`config.mk`:
```
export PLATFORM = sky130hd
export DESIGN_NAME = status_snapshot_regs
export DESIGN_NICKNAME = d
export VERILOG_FILES = /design/src/rtl/status_regs_pkg.sv /design/src/rtl/status_chan_shadow.sv /design/src/rtl/status_snapshot_regs.sv
export SDC_FILE = /design/constraint.sdc
export NUM_CORES = 1
export LEC_CHECK = 0
export CAP_MARGIN = 20
export CORE_ASPECT_RATIO = 1.2
export CORE_MARGIN = 2
export CORE_UTILIZATION = 50
export CTS_BUF_LIST = sky130_fd_sc_hd__clkbuf_4 sky130_fd_sc_hd__clkbuf_8
export DETAILED_ROUTE_END_ITERATION = 8
export GPL_TIMING_DRIVEN = 0
export PLACE_DENSITY = 0.76
export SLEW_MARGIN = 5
export SYNTH_ARGS = -nofsm -noshare
export SYNTH_HDL_FRONTEND = slang
export SYNTH_SLANG_ARGS = --single-unit
```
`constraint.sdc`:
```
create_clock -name clk -period 2.65 [get_ports clk]
set_input_delay 0.53 -clock clk [delete_from_list [all_inputs] [get_ports clk]]
set_output_delay 0.53 -clock clk [all_outputs]
set_load 0.03 [all_outputs]
```
`src/rtl/status_regs_pkg.sv`:
```
// rtl/status_regs_pkg.sv - shared address map, CTRL bit indices and bus FSM encoding for status_snapshot_regs
package status_regs_pkg;

  localparam int ADDR_CTRL        = 'h00;
  localparam int ADDR_STICKY_GERR = 'h01;
  localparam int ADDR_STICKY_CERR = 'h02;
  localparam int ADDR_SNAP_COUNT  = 'h03;
  localparam int ADDR_TS_LSB      = 'h04;
  localparam int ADDR_TS_MSB      = 'h05;
  localparam int ADDR_CHAN_BASE   = 'h10;
  localparam int CHAN_STRIDE      = 4;

  localparam int CHAN_OFS_TRIG  = 0;
  localparam int CHAN_OFS_BURST = 1;
  localparam int CHAN_OFS_ECNT  = 2;

  localparam int CTRL_SNAP_BIT = 0;
  localparam int CTRL_CLR_BIT  = 1;

  typedef enum logic [1:0] {
    BUS_IDLE = 2'd0,
    BUS_RESP = 2'd1,
    BUS_WAIT = 2'd2
  } bus_state_t;

endpackage

```
`src/rtl/status_chan_shadow.sv`:
```
// rtl/status_chan_shadow.sv - per-channel shadow registers and saturating error-edge counter
module status_chan_shadow #(
  parameter int TRIG_W  = 24,
  parameter int BURST_W = 23,
  parameter int ECNT_W  = 16
) (
  input  logic               clk,
  input  logic               reset_n,
  input  logic               i_err,
  input  logic [TRIG_W-1:0]  i_trig,
  input  logic [BURST_W-1:0] i_bursts,
  input  logic               i_snap,
  input  logic               i_cnt_clr,
  output logic [TRIG_W-1:0]  o_trig,
  output logic [BURST_W-1:0] o_bursts,
  output logic [ECNT_W-1:0]  o_ecnt
);

  logic               r_err_d;
  logic [ECNT_W-1:0]  r_ecnt;
  logic [TRIG_W-1:0]  r_sh_trig;
  logic [BURST_W-1:0] r_sh_bursts;
  logic [ECNT_W-1:0]  r_sh_ecnt;
  logic               w_edge;

  assign w_edge = i_err && !r_err_d;

  always_ff @(posedge clk or negedge reset_n) begin
    if (!reset_n) begin
      r_err_d     <= 1'b0;
      r_ecnt      <= '0;
      r_sh_trig   <= '0;
      r_sh_bursts <= '0;
      r_sh_ecnt   <= '0;
    end else begin
      r_err_d <= i_err;
      // A clear coincident with an edge must leave the counter at zero.
      if (i_cnt_clr)
        r_ecnt <= '0;
      else if (w_edge && (r_ecnt != '1))
        r_ecnt <= r_ecnt + 1'b1;
      if (i_snap) begin
        r_sh_trig   <= i_trig;
        r_sh_bursts <= i_bursts;
        r_sh_ecnt   <= r_ecnt;
      end
    end
  end

  assign o_trig   = r_sh_trig;
  assign o_bursts = r_sh_bursts;
  assign o_ecnt   = r_sh_ecnt;

endmodule

```
`src/rtl/status_snapshot_regs.sv`:
```
// rtl/status_snapshot_regs.sv - IPbus status block with coherent snapshots, W1C stickies, error counters; optional AUTO_SNAPSHOT_EN
module status_snapshot_regs
  import status_regs_pkg::*;
#(
  parameter int NUM_CHAN = 5,
  parameter int TRIG_W   = 24,
  parameter int BURST_W  = 23,
  parameter int GERR_W   = 8,
  parameter int ECNT_W   = 16,
  parameter int ADDR_W   = 8
`ifdef AUTO_SNAPSHOT_EN
  , parameter int SNAP_PERIOD = 40_000_000
`endif
) (
  input  logic                        clk,
  input  logic                        reset_n,
  input  logic [GERR_W-1:0]           global_err,
  input  logic [NUM_CHAN-1:0]         chan_err,
  input  logic [NUM_CHAN*TRIG_W-1:0]  chan_trig_num,
  input  logic [NUM_CHAN*BURST_W-1:0] stored_bursts,
  input  logic [43:0]                 trig_timestamp,
  input  logic                        ipb_strobe,
  input  logic                        ipb_write,
  input  logic [ADDR_W-1:0]           ipb_addr,
  input  logic [31:0]                 ipb_wdata,
  output logic [31:0]                 ipb_rdata,
  output logic                        ipb_ack,
  output logic                        ipb_err,
  output logic                        snap_valid
);

  bus_state_t          r_state;
  logic                r_ack;
  logic                r_err;
  logic [31:0]         r_rdata;
  logic                r_snap_req;
  logic                r_snap_valid;
  logic [31:0]         r_snap_count;
  logic [43:0]         r_sh_ts;
  logic [GERR_W-1:0]   r_sticky_gerr;
  logic [NUM_CHAN-1:0] r_sticky_cerr;

  logic                w_xact;
  logic                w_wr;
  logic                w_wr_ctrl;
  logic                w_cnt_clr;
  logic                w_snap_fire;
  logic                w_auto;
  logic [GERR_W-1:0]   w_gerr_clr;
  logic [NUM_CHAN-1:0] w_cerr_clr;
  logic                w_mapped;
  logic [31:0]         w_rd_val;
  int                  w_addr;
  int                  w_chan_idx;
  int                  w_chan_ofs;
  logic                w_unused;

  logic [TRIG_W-1:0]  w_sh_trig   [NUM_CHAN];
  logic [BURST_W-1:0] w_sh_bursts [NUM_CHAN];
  logic [ECNT_W-1:0]  w_sh_ecnt   [NUM_CHAN];

  assign w_addr     = int'(ipb_addr);
  assign w_xact     = (r_state == BUS_IDLE) && ipb_strobe;
  assign w_wr       = w_xact && ipb_write;
  assign w_wr_ctrl  = w_wr && (w_addr == ADDR_CTRL);
  assign w_cnt_clr  = w_wr_ctrl && ipb_wdata[CTRL_CLR_BIT];
  assign w_gerr_clr = (w_wr && (w_addr == ADDR_STICKY_GERR)) ? ipb_wdata[GERR_W-1:0] : '0;
  assign w_cerr_clr = (w_wr && (w_addr == ADDR_STICKY_CERR)) ? ipb_wdata[NUM_CHAN-1:0] : '0;
  assign w_unused   = ^ipb_wdata;

  // r_snap_req is high only during RESP, so capture lands while the bus sits in WAIT.
  assign w_snap_fire = r_snap_req || w_auto;

`ifdef AUTO_SNAPSHOT_EN
  logic [31:0] r_period_cnt;

  assign w_auto = (r_period_cnt == 32'(SNAP_PERIOD - 1));

  always_ff @(posedge clk or negedge reset_n) begin
    if (!reset_n)
      r_period_cnt <= '0;
    else if (w_snap_fire)
      r_period_cnt <= '0;
    else
      r_period_cnt <= r_period_cnt + 32'd1;
  end
`else
  assign w_auto = 1'b0;
`endif

  always_comb begin
    w_mapped   = 1'b0;
    w_rd_val   = '0;
    w_chan_idx = (w_addr - ADDR_CHAN_BASE) / CHAN_STRIDE;
    w_chan_ofs = (w_addr - ADDR_CHAN_BASE) % CHAN_STRIDE;
    case (w_addr)
      ADDR_CTRL:        begin w_mapped = 1'b1; w_rd_val = {30'd0, r_snap_valid, 1'b0}; end
      ADDR_STICKY_GERR: begin w_mapped = 1'b1; w_rd_val = 32'(r_sticky_gerr); end
      ADDR_STICKY_CERR: begin w_mapped = 1'b1; w_rd_val = 32'(r_sticky_cerr); end
      ADDR_SNAP_COUNT:  begin w_mapped = 1'b1; w_rd_val = r_snap_count; end
      ADDR_TS_LSB:      begin w_mapped = 1'b1; w_rd_val = r_sh_ts[31:0]; end
      ADDR_TS_MSB:      begin w_mapped = 1'b1; w_rd_val = 32'(r_sh_ts[43:32]); end
      default: begin
        if ((w_addr >= ADDR_CHAN_BASE) && (w_chan_idx < NUM_CHAN) &&
            (w_chan_ofs <= CHAN_OFS_ECNT)) begin
          w_mapped = 1'b1;
          for (int c = 0; c < NUM_CHAN; c++) begin
            if (w_chan_idx == c) begin
              case (w_chan_ofs)
                CHAN_OFS_TRIG:  w_rd_val = 32'(w_sh_trig[c]);
                CHAN_OFS_BURST: w_rd_val = 32'(w_sh_bursts[c]);
                default:        w_rd_val = 32'(w_sh_ecnt[c]);
              endcase
            end
          end
        end
      end
    endcase
  end

  always_ff @(posedge clk or negedge reset_n) begin
    if (!reset_n) begin
      r_state    <= BUS_IDLE;
      r_ack      <= 1'b0;
      r_err      <= 1'b0;
      r_rdata    <= '0;
      r_snap_req <= 1'b0;
    end else begin
      r_ack      <= 1'b0;
      r_err      <= 1'b0;
      r_snap_req <= w_wr_ctrl && ipb_wdata[CTRL_SNAP_BIT];
      case (r_state)
        BUS_IDLE: begin
          if (ipb_strobe) begin
            r_state <= BUS_RESP;
            r_ack   <= w_mapped;
            r_err   <= !w_mapped;
            r_rdata <= (w_mapped && !ipb_write) ? w_rd_val : 32'd0;
          end
        end
        BUS_RESP: r_state <= BUS_WAIT;
        BUS_WAIT: if (!ipb_strobe) r_state <= BUS_IDLE;
        default:  r_state <= BUS_IDLE;
      endcase
    end
  end

  always_ff @(posedge clk or negedge reset_n) begin
    if (!reset_n) begin
      r_sticky_gerr <= '0;
      r_sticky_cerr <= '0;
      r_snap_valid  <= 1'b0;
      r_snap_count  <= '0;
      r_sh_ts       <= '0;
    end else begin
      // Live level is OR-ed in after the clear so a simultaneous set wins.
      r_sticky_gerr <= (r_sticky_gerr & ~w_gerr_clr) | global_err;
      r_sticky_cerr <= (r_sticky_cerr & ~w_cerr_clr) | chan_err;
      if (w_snap_fire) begin
        r_snap_valid <= 1'b1;
        r_snap_count <= r_snap_count + 32'd1;
        r_sh_ts      <= trig_timestamp;
      end
    end
  end

  for (genvar c = 0; c < NUM_CHAN; c++) begin : g_chan
    status_chan_shadow #(
      .TRIG_W (TRIG_W),
      .BURST_W(BURST_W),
      .ECNT_W (ECNT_W)
    ) u_shadow (
      .clk      (clk),
      .reset_n  (reset_n),
      .i_err    (chan_err[c]),
      .i_trig   (chan_trig_num[c*TRIG_W +: TRIG_W]),
      .i_bursts (stored_bursts[c*BURST_W +: BURST_W]),
      .i_snap   (w_snap_fire),
      .i_cnt_clr(w_cnt_clr),
      .o_trig   (w_sh_trig[c]),
      .o_bursts (w_sh_bursts[c]),
      .o_ecnt   (w_sh_ecnt[c])
    );
  end

  assign ipb_ack    = r_ack;
  assign ipb_err    = r_err;
  assign ipb_rdata  = r_rdata;
  assign snap_valid = r_snap_valid;

endmodule

```
==> results of run 1 <==
==> critical path: stages <==
cell	delay (ps)
buf_12	110
clkinv_8	40
ha_4	120
or3b_4	420
clkbuf_16	170
nor2_4	110
ha_4	160
ha_4	140
nand2_2	50
or3b_4	420
ha_4	270
nor4b_4	240
nand4_1	170
or4_4	580
nor3_4	140
and4b_1	240
buf_6	140
buf_12	120
a222oi_1	160
o21ai_1	190
==> report_power, final <==
part           leakage [nW]  internal, W  switching (W)
combinational          6.10     0.000960        0.00112
clock                 0.986      0.00453        0.00331
sequential             7.22      0.00834       0.000373
==> worst max-delay path by stage <==
stage | startpoint | to | slack (ps) | depth (start not counted)
global route | ipb_addr[4] | ipb_rdata[13]$_DFFE_PN0P_ | -1390 | 22
detailed placement | ipb_addr[1] | ipb_rdata[21]$_DFFE_PN0P_ | -3520 | 19
finish | ipb_addr[4] | ipb_rdata[13]$_DFFE_PN0P_ | -1270 | 20
CTS | ipb_addr[4] | ipb_rdata[14]$_DFFE_PN0P_ | -1200 | 20
global placement | reset_n | r_snap_count[19]$_DFFE_PN0P_ | -21530 | 1
floorplan | ipb_addr[5] | ipb_rdata[7]$_DFFE_PN0P_ | -1910 | 21
==> metrics by stage <==
step | hold slack, ps | util [%] | cells | TNS (ps)
detailed placement | 465 | 59.7 | 3113 | -228130
global placement | 453 | 59.5 | 3108 | -
CTS | 369 | 64.7 | 3286 | -32330
global route | 399 | 65.0 | 3301 | -50970
floorplan | 234 | - | 2125 | -45110
finish | 385 | 65.1 | 3308 | -38560
==> cell usage in the layout, fill, tap and decap left out, types with 46 or more instances in the layout <==
master | synthesis | layout
mux2_2 | 361 | 361
nand3_1 | 63 | 61
o21ai_0 | 70 | 62
dfrtp_1 | 527 | 527
clkbuf_8 | 0 | 109
clkdlybuf4s50_1 | 0 | 339
a21oi_1 | 91 | 84
nand2_1 | 111 | 109
o22ai_1 | 107 | 107
xor2_1 | 64 | 64
nor2_1 | 142 | 140
a22oi_1 | 48 | 46
clkbuf_1 | 113 | 95
==> layout make-up <==
class | instances | area [um2]
inverter | 13 | 77.6
buffer | 132 | 648
clock buffer | 131 | 1650
tap | 637 | 797
multi-input combinational | 1448 | 11200
antenna | 14 | 35.0
sequential | 527 | 13200
timing repair buffer | 388 | 4000
clock inverter | 18 | 255
fill | 3691 | 17100
==> metal layers <==
| metal | part of all wire, % | track usage, % | wire, um |
|---|---|---|---|
| met2 | 48 | 52.4 | 39800 |
| met4 | 6.5 | 20.0 | 5370 |
| met1 | 37 | 39.0 | 30800 |
| met5 | 0.032 | 0 | 26 |
| met3 | 7.7 | 5.87 | 6310 |
==> logic make-up (layout without fill, tap and decap cells) <==
group | count (synthesis) | count (layout) | synth area share (%)
buffers and inverters | 150 | 682 | 2.44
AND/OR/NAND/NOR | 488 | 488 | 9.92
other | 0 | 14 | 0
adder cells (fa/ha/maj) | 21 | 21 | 1.06
XOR/XNOR | 110 | 110 | 3.93
AO/OA/AOI/OAI | 461 | 461 | 12.4
multiplexers | 368 | 368 | 16.8
flip-flops | 527 | 527 | 53.4
==> flip-flops by register name, summed over array words and instances, names as in the netlist <==
| signal | flops |
|---|---|
| g_chan.u_shadow.r_err_d | 5 |
| g_chan.u_shadow.r_ecnt | 80 |
| g_chan.u_shadow.o_trig | 120 |
| r_snap_req | 1 |
| ipb_rdata | 32 |
| ipb_ack | 1 |
| g_chan.u_shadow.o_bursts | 115 |
| g_chan.u_shadow.o_ecnt | 80 |
| snap_valid | 1 |
| r_sticky_gerr | 8 |
| r_sh_ts | 44 |
| r_state | 2 |
| r_sticky_cerr | 5 |
| r_snap_count | 32 |
| ipb_err | 1 |
==> repair_timing <==
action / 4_1_cts / 5_1_grt
endpoints found under the setup margin: 122 / 124
cloned: 1 / 1
pin swaps: 43 / 12
buffers inserted: 27 / 8
hold buffers: 1 / 0
resized for setup: 89 / 23
hold endpoints to repair: 54 / 0
==> flow_summary_export.csv, run 1 <==
group,metric,value,unit
finish,finalInstanceArea,0.0319,mm2
synth,syn_nets,2482,
global_routing,grt_util_all_layers,32.0,%
clock_tree,cts_root_buf,"clkbuf_8",
pwr,peakVddDrop,0.449,mV
clock_tree,clk_latency,690,ps
synth,synthFlopType,"dfrtp_1",
place,hpwl,62.0,mm
critical_path,reg2reg_depth,8,
finish,drive_gt1_share,24.7,%
critical_path,crit_fanout,8,
synth,avgSynthCellArea,11.6,um2
detailed_routing,viasPerCell,6.11,
synth,ys_types,73,
timing,fmax,255,MHz
floorplan,dieArea,0.0512,mm2
clock_tree,cts_made_buffers,85,
timing,skew,38.3,ps
synth,synth.most_common_cell,"dfrtp_1",
timing,worst_pin_slew,1090,ps
floorplan,die_w,207,um
timing,finalSetupViolations,81,
timing,hold_viol_final,0,
synth,syn_inst,2125,
pwr,power.total,0.0186,W
synth,synthTopCellsByArea,"dfrtp_1, mux2_2, o22ai_1",
outcome,status,"finished, violations left",
global_routing,grt_pass1_vias,20700,
clock_tree,cts_sinks,527,
detailed_routing,first_pass_iters,7,
flow_run,cap_violations,0,
synth,synth_seq_area_share,53.4,%
timing,fin_ws,-1270,ps
outcome,violations,"setup timing",
detailed_routing,wirelength,82.3,mm
detailed_routing,drc,0,
critical_path,critPathRequiredTime,3250,ps
critical_path,path_class,"primary input to flip-flop",
timing,period_minus_slack,3920,ps
pwr,p_leak,14.3,nW
clock_tree,clk_pin_slew,60,ps
clock_tree,cts_max_path_buffers,3,
floorplan,core_area,0.0490,mm2
detailed_routing,wire_per_inst,24.9,um
synth,yosysTopAreaCell,"dfrtp_1",
global_routing,grt_max_degree,122,
clock_tree,htree_levels,3,
global_routing,grt_overflow,0,
finish,area_growth,29.1,%
detailed_routing,detail-route-antenna-nets,0,
global_routing,grt_pass1_wl,121,mm
floorplan,pin_count,371,
critical_path,cp.arrival,4530,ps
clock_tree,cts_tree,"done",
critical_path,reg2reg_from,"r_state[1]$_DFFE_PN0P_",
synth,syn_area,0.0247,mm2
timing,timing.final.crit_share,148,%
pwr,pwr_density_cell,585,mW/mm2
min_path,hold_path.class,"primary input to async pin",
timing,drv_slew,0,
synth,yosys_warnings,0,
critical_path,worstReg2RegEnd,"g_chan[3].u_shadow.r_ecnt[3]$_DFFE_PN0P_",
global_routing,antenna_found_initial,10,
critical_path,reg2reg_slack,-30,ps
place,preCtsSetupSlack,-3520,ps
detailed_routing,drt_iter0_markers,1790,
floorplan,rows,89,
synth,synth_edf_count,0,
critical_path,start_kind,"primary input",
place,port_buffers,346,
finish,nets,2952,
synth,async_flop_share,100,%
timing,grt_setup_unrepaired,"yes",
floorplan,initial_core_util,50.4,%
synth,synth.top_cell.area_share,53.4,%
critical_path,cp-end-kind,"flip-flop",
floorplan,fp.dieH,247,um
synth,yosys_register_bits,527,
timing,slew_headroom,27.1,%
synth,synth_common_cells,"dfrtp_1, mux2_2, nor2_1",
place,placed_area,0.0293,mm2
place,routabilityCongestion,0.968,
detailed_routing,vias,20200,
(Power assumes the default switching activity.)
==> run 2: changes to the inputs <==
Settings changed: CAP_MARGIN 20 to 40, CTS_CLUSTER_SIZE set to 28, SKIP_LAST_GASP set to 1.
==> run 2 against run 1 <==
- the flow still finishes with violations (setup timing)
- register-to-register slack worse by 670 ps
- maximum frequency down 1.9%
- cell count up 0.27%
- core utilization down 0.056 points
- sequential share of layout area about the same
- critical path depth unchanged
- clock skew down 4.7 ps
==> flow_summary_export.csv, run 2 (synthesis gave the netlist of run 1 again) <==
group,metric,value,unit
pwr,pwr_density_cell,579,mW/mm2
flow_run,cap_violations,0,
timing,worst_pin_slew,954,ps
floorplan,die_w,207,um
timing,finalSetupViolations,122,
place,routabilityCongestion,0.968,
finish,largest_reg_flops,120,
timing,fin_tns_setup,-83690,ps
detailed_routing,first_pass_iters,9,
finish,finalNonFillerCells,3317,
finish,drive_gt1_share,24.5,%
detailed_routing,drc,0,
timing,grt_setup_unrepaired,"yes",
critical_path,cp-end-kind,"flip-flop",
place,hpwl,62.4,mm
finish,final_cell_mix,"dfrtp_1, mux2_2, clkdlybuf4s50_1, nor2_1, clkbuf_8",
floorplan,initial_core_util,50.4,%
clock_tree,cts_tree,"done",
timing,slew_headroom,35.4,%
finish,final_common_cell,"dfrtp_1",
global_routing,grt_overflow,0,
floorplan,fp.dieH,247,um
timing,period_minus_slack,4000,ps
finish,nets,2962,
clock_tree,cts_root_buf,"clkbuf_8",
detailed_routing,drt_iter0_markers,1779,
timing,fmax,250,MHz
clock_tree,htree_levels,3,
timing,drv_slew,0,
place,dp_cells,3118,
pwr,p_leak,14.3,nW
floorplan,core_area,0.0490,mm2
global_routing,grt_max_degree,122,
clock_tree,clk_pin_slew,60,ps
global_routing,grt_pass1_wl,122,mm
critical_path,start_kind,"primary input",
global_routing,grt_util_all_layers,32.1,%
clock_tree,clk_latency,690,ps
floorplan,rows,89,
finish,area_growth,29.0,%
critical_path,cp_common_cell,"ha_4",
critical_path,reg2reg_from,"r_state[1]$_DFFE_PN0P_",
timing,skew,33.6,ps
critical_path,worstReg2RegEnd,"g_chan[1].u_shadow.r_ecnt[8]$_DFFE_PN0P_",
clock_tree,cts_max_path_buffers,3,
critical_path,critPathRequiredTime,3260,ps
timing,fin_ws,-1350,ps
critical_path,cp.arrival,4610,ps
critical_path,cp_cell_sequence,"buf_12 > inv_12 > ha_4 > or3b_4 > clkbuf_16 > nor2_4 > ha_4 > ha_4 > nand2_2 > or3b_4 > ha_4 > nor4b_4 > nand4_1 > or4_4 > nor3_4 > and4b_1 > buf_6 > buf_12 > a222oi_1 > o21ai_1",
place,port_buffers,346,
detailed_routing,detail-route-antenna-nets,0,
clock_tree,cts_made_buffers,85,
outcome,status,"finished, violations left",
detailed_routing,wirelength,82.5,mm
critical_path,path_class,"primary input to flip-flop",
global_routing,antenna_found_initial,9,
critical_path,crit_fanout,9,
min_path,hold_path.class,"primary input to async pin",
critical_path,cp_slowest_cell,"or4_4",
clock_tree,cts_sinks,527,
outcome,violations,"setup timing",
critical_path,reg2reg_slack,-700,ps
pwr,peakVddDrop,0.362,mV
timing,whs,378,ps
global_routing,grt_pass1_vias,20800,
critical_path,cpPeakStageDelay,620,ps
detailed_routing,wire_per_inst,24.9,um
critical_path,reg2reg_depth,9,
detailed_routing,viasPerCell,6.10,
timing,timing.final.crit_share,151,%
floorplan,dieArea,0.0512,mm2
timing,hold_viol_final,0,
detailed_routing,vias,20200,
floorplan,pin_count,371,
-- run 2: timing repair --
action                                  4_1_cts  5_1_grt
gates cloned                                  1        0
setup buffers                                30       10
endpoints found under the hold margin        54        0
gates resized for setup                      80       16
hold buffers                                  1        0
endpoints found under the setup margin      122      122
pin swaps                                    44       19
-- run 2: cell type report --
class | count | area (um2)
fillers | 3736 | 17200
inverters | 13 | 77.6
clock inverters | 13 | 153
diodes | 14 | 35.0
well taps | 637 | 797
flip-flops and latches | 527 | 13200
plain buffers | 133 | 648
multi-input cells | 1448 | 11200
repair buffers | 397 | 4030
clock buffers | 135 | 1710
-- run 2: report_power, final --
part           internal, W  leakage, nW  switching (W)
registers          0.00834         7.22       0.000376
logic             0.000969         6.11        0.00112
clock network      0.00436        0.971        0.00328
-- run 2: metal layers --
layer  part of all wire [%]  track usage (%)
met1                     38             39.5
met2                     49             52.5
met5                  0.028                0
met4                    6.4             20.4
met3                    7.3             5.48
-- run 2: through the flow --
step           total power (W)  util (%)  area [um2]  setup WS [ps]
2_1_floorplan          0.00965         -       24900          -1910
3_3_place_gp            0.0107      59.5       29100         -21530
3_5_place_dp            0.0108      59.9       29300          -3530
4_1_cts                 0.0185      64.7       31700          -1190
5_1_grt                 0.0191      65.0       31800          -1460
6_report                0.0184      65.0       31800          -1350
-- run 2: worst max-delay path by stage --
stage | start | to | slack [ps] | cells after the start
floorplan | ipb_addr[5] | ipb_rdata[7]$_DFFE_PN0P_ | -1910 | 21
global placement | reset_n | r_snap_count[19]$_DFFE_PN0P_ | -21530 | 1
detailed placement | ipb_addr[1] | ipb_rdata[21]$_DFFE_PN0P_ | -3530 | 19
CTS | ipb_addr[4] | ipb_rdata[20]$_DFFE_PN0P_ | -1190 | 21
global route | ipb_addr[5] | ipb_rdata[15]$_DFFE_PN0P_ | -1460 | 20
finish | ipb_addr[5] | ipb_rdata[13]$_DFFE_PN0P_ | -1350 | 20
-- run 2: critical path, delay by kind of cell --
kind | cells | cell delay, ps
AO/OA/AOI/OAI | 2 | 340
adder cells (fa/ha/maj) | 4 | 670
buffers and inverters | 5 | 570
AND/OR/NAND/NOR | 9 | 2460
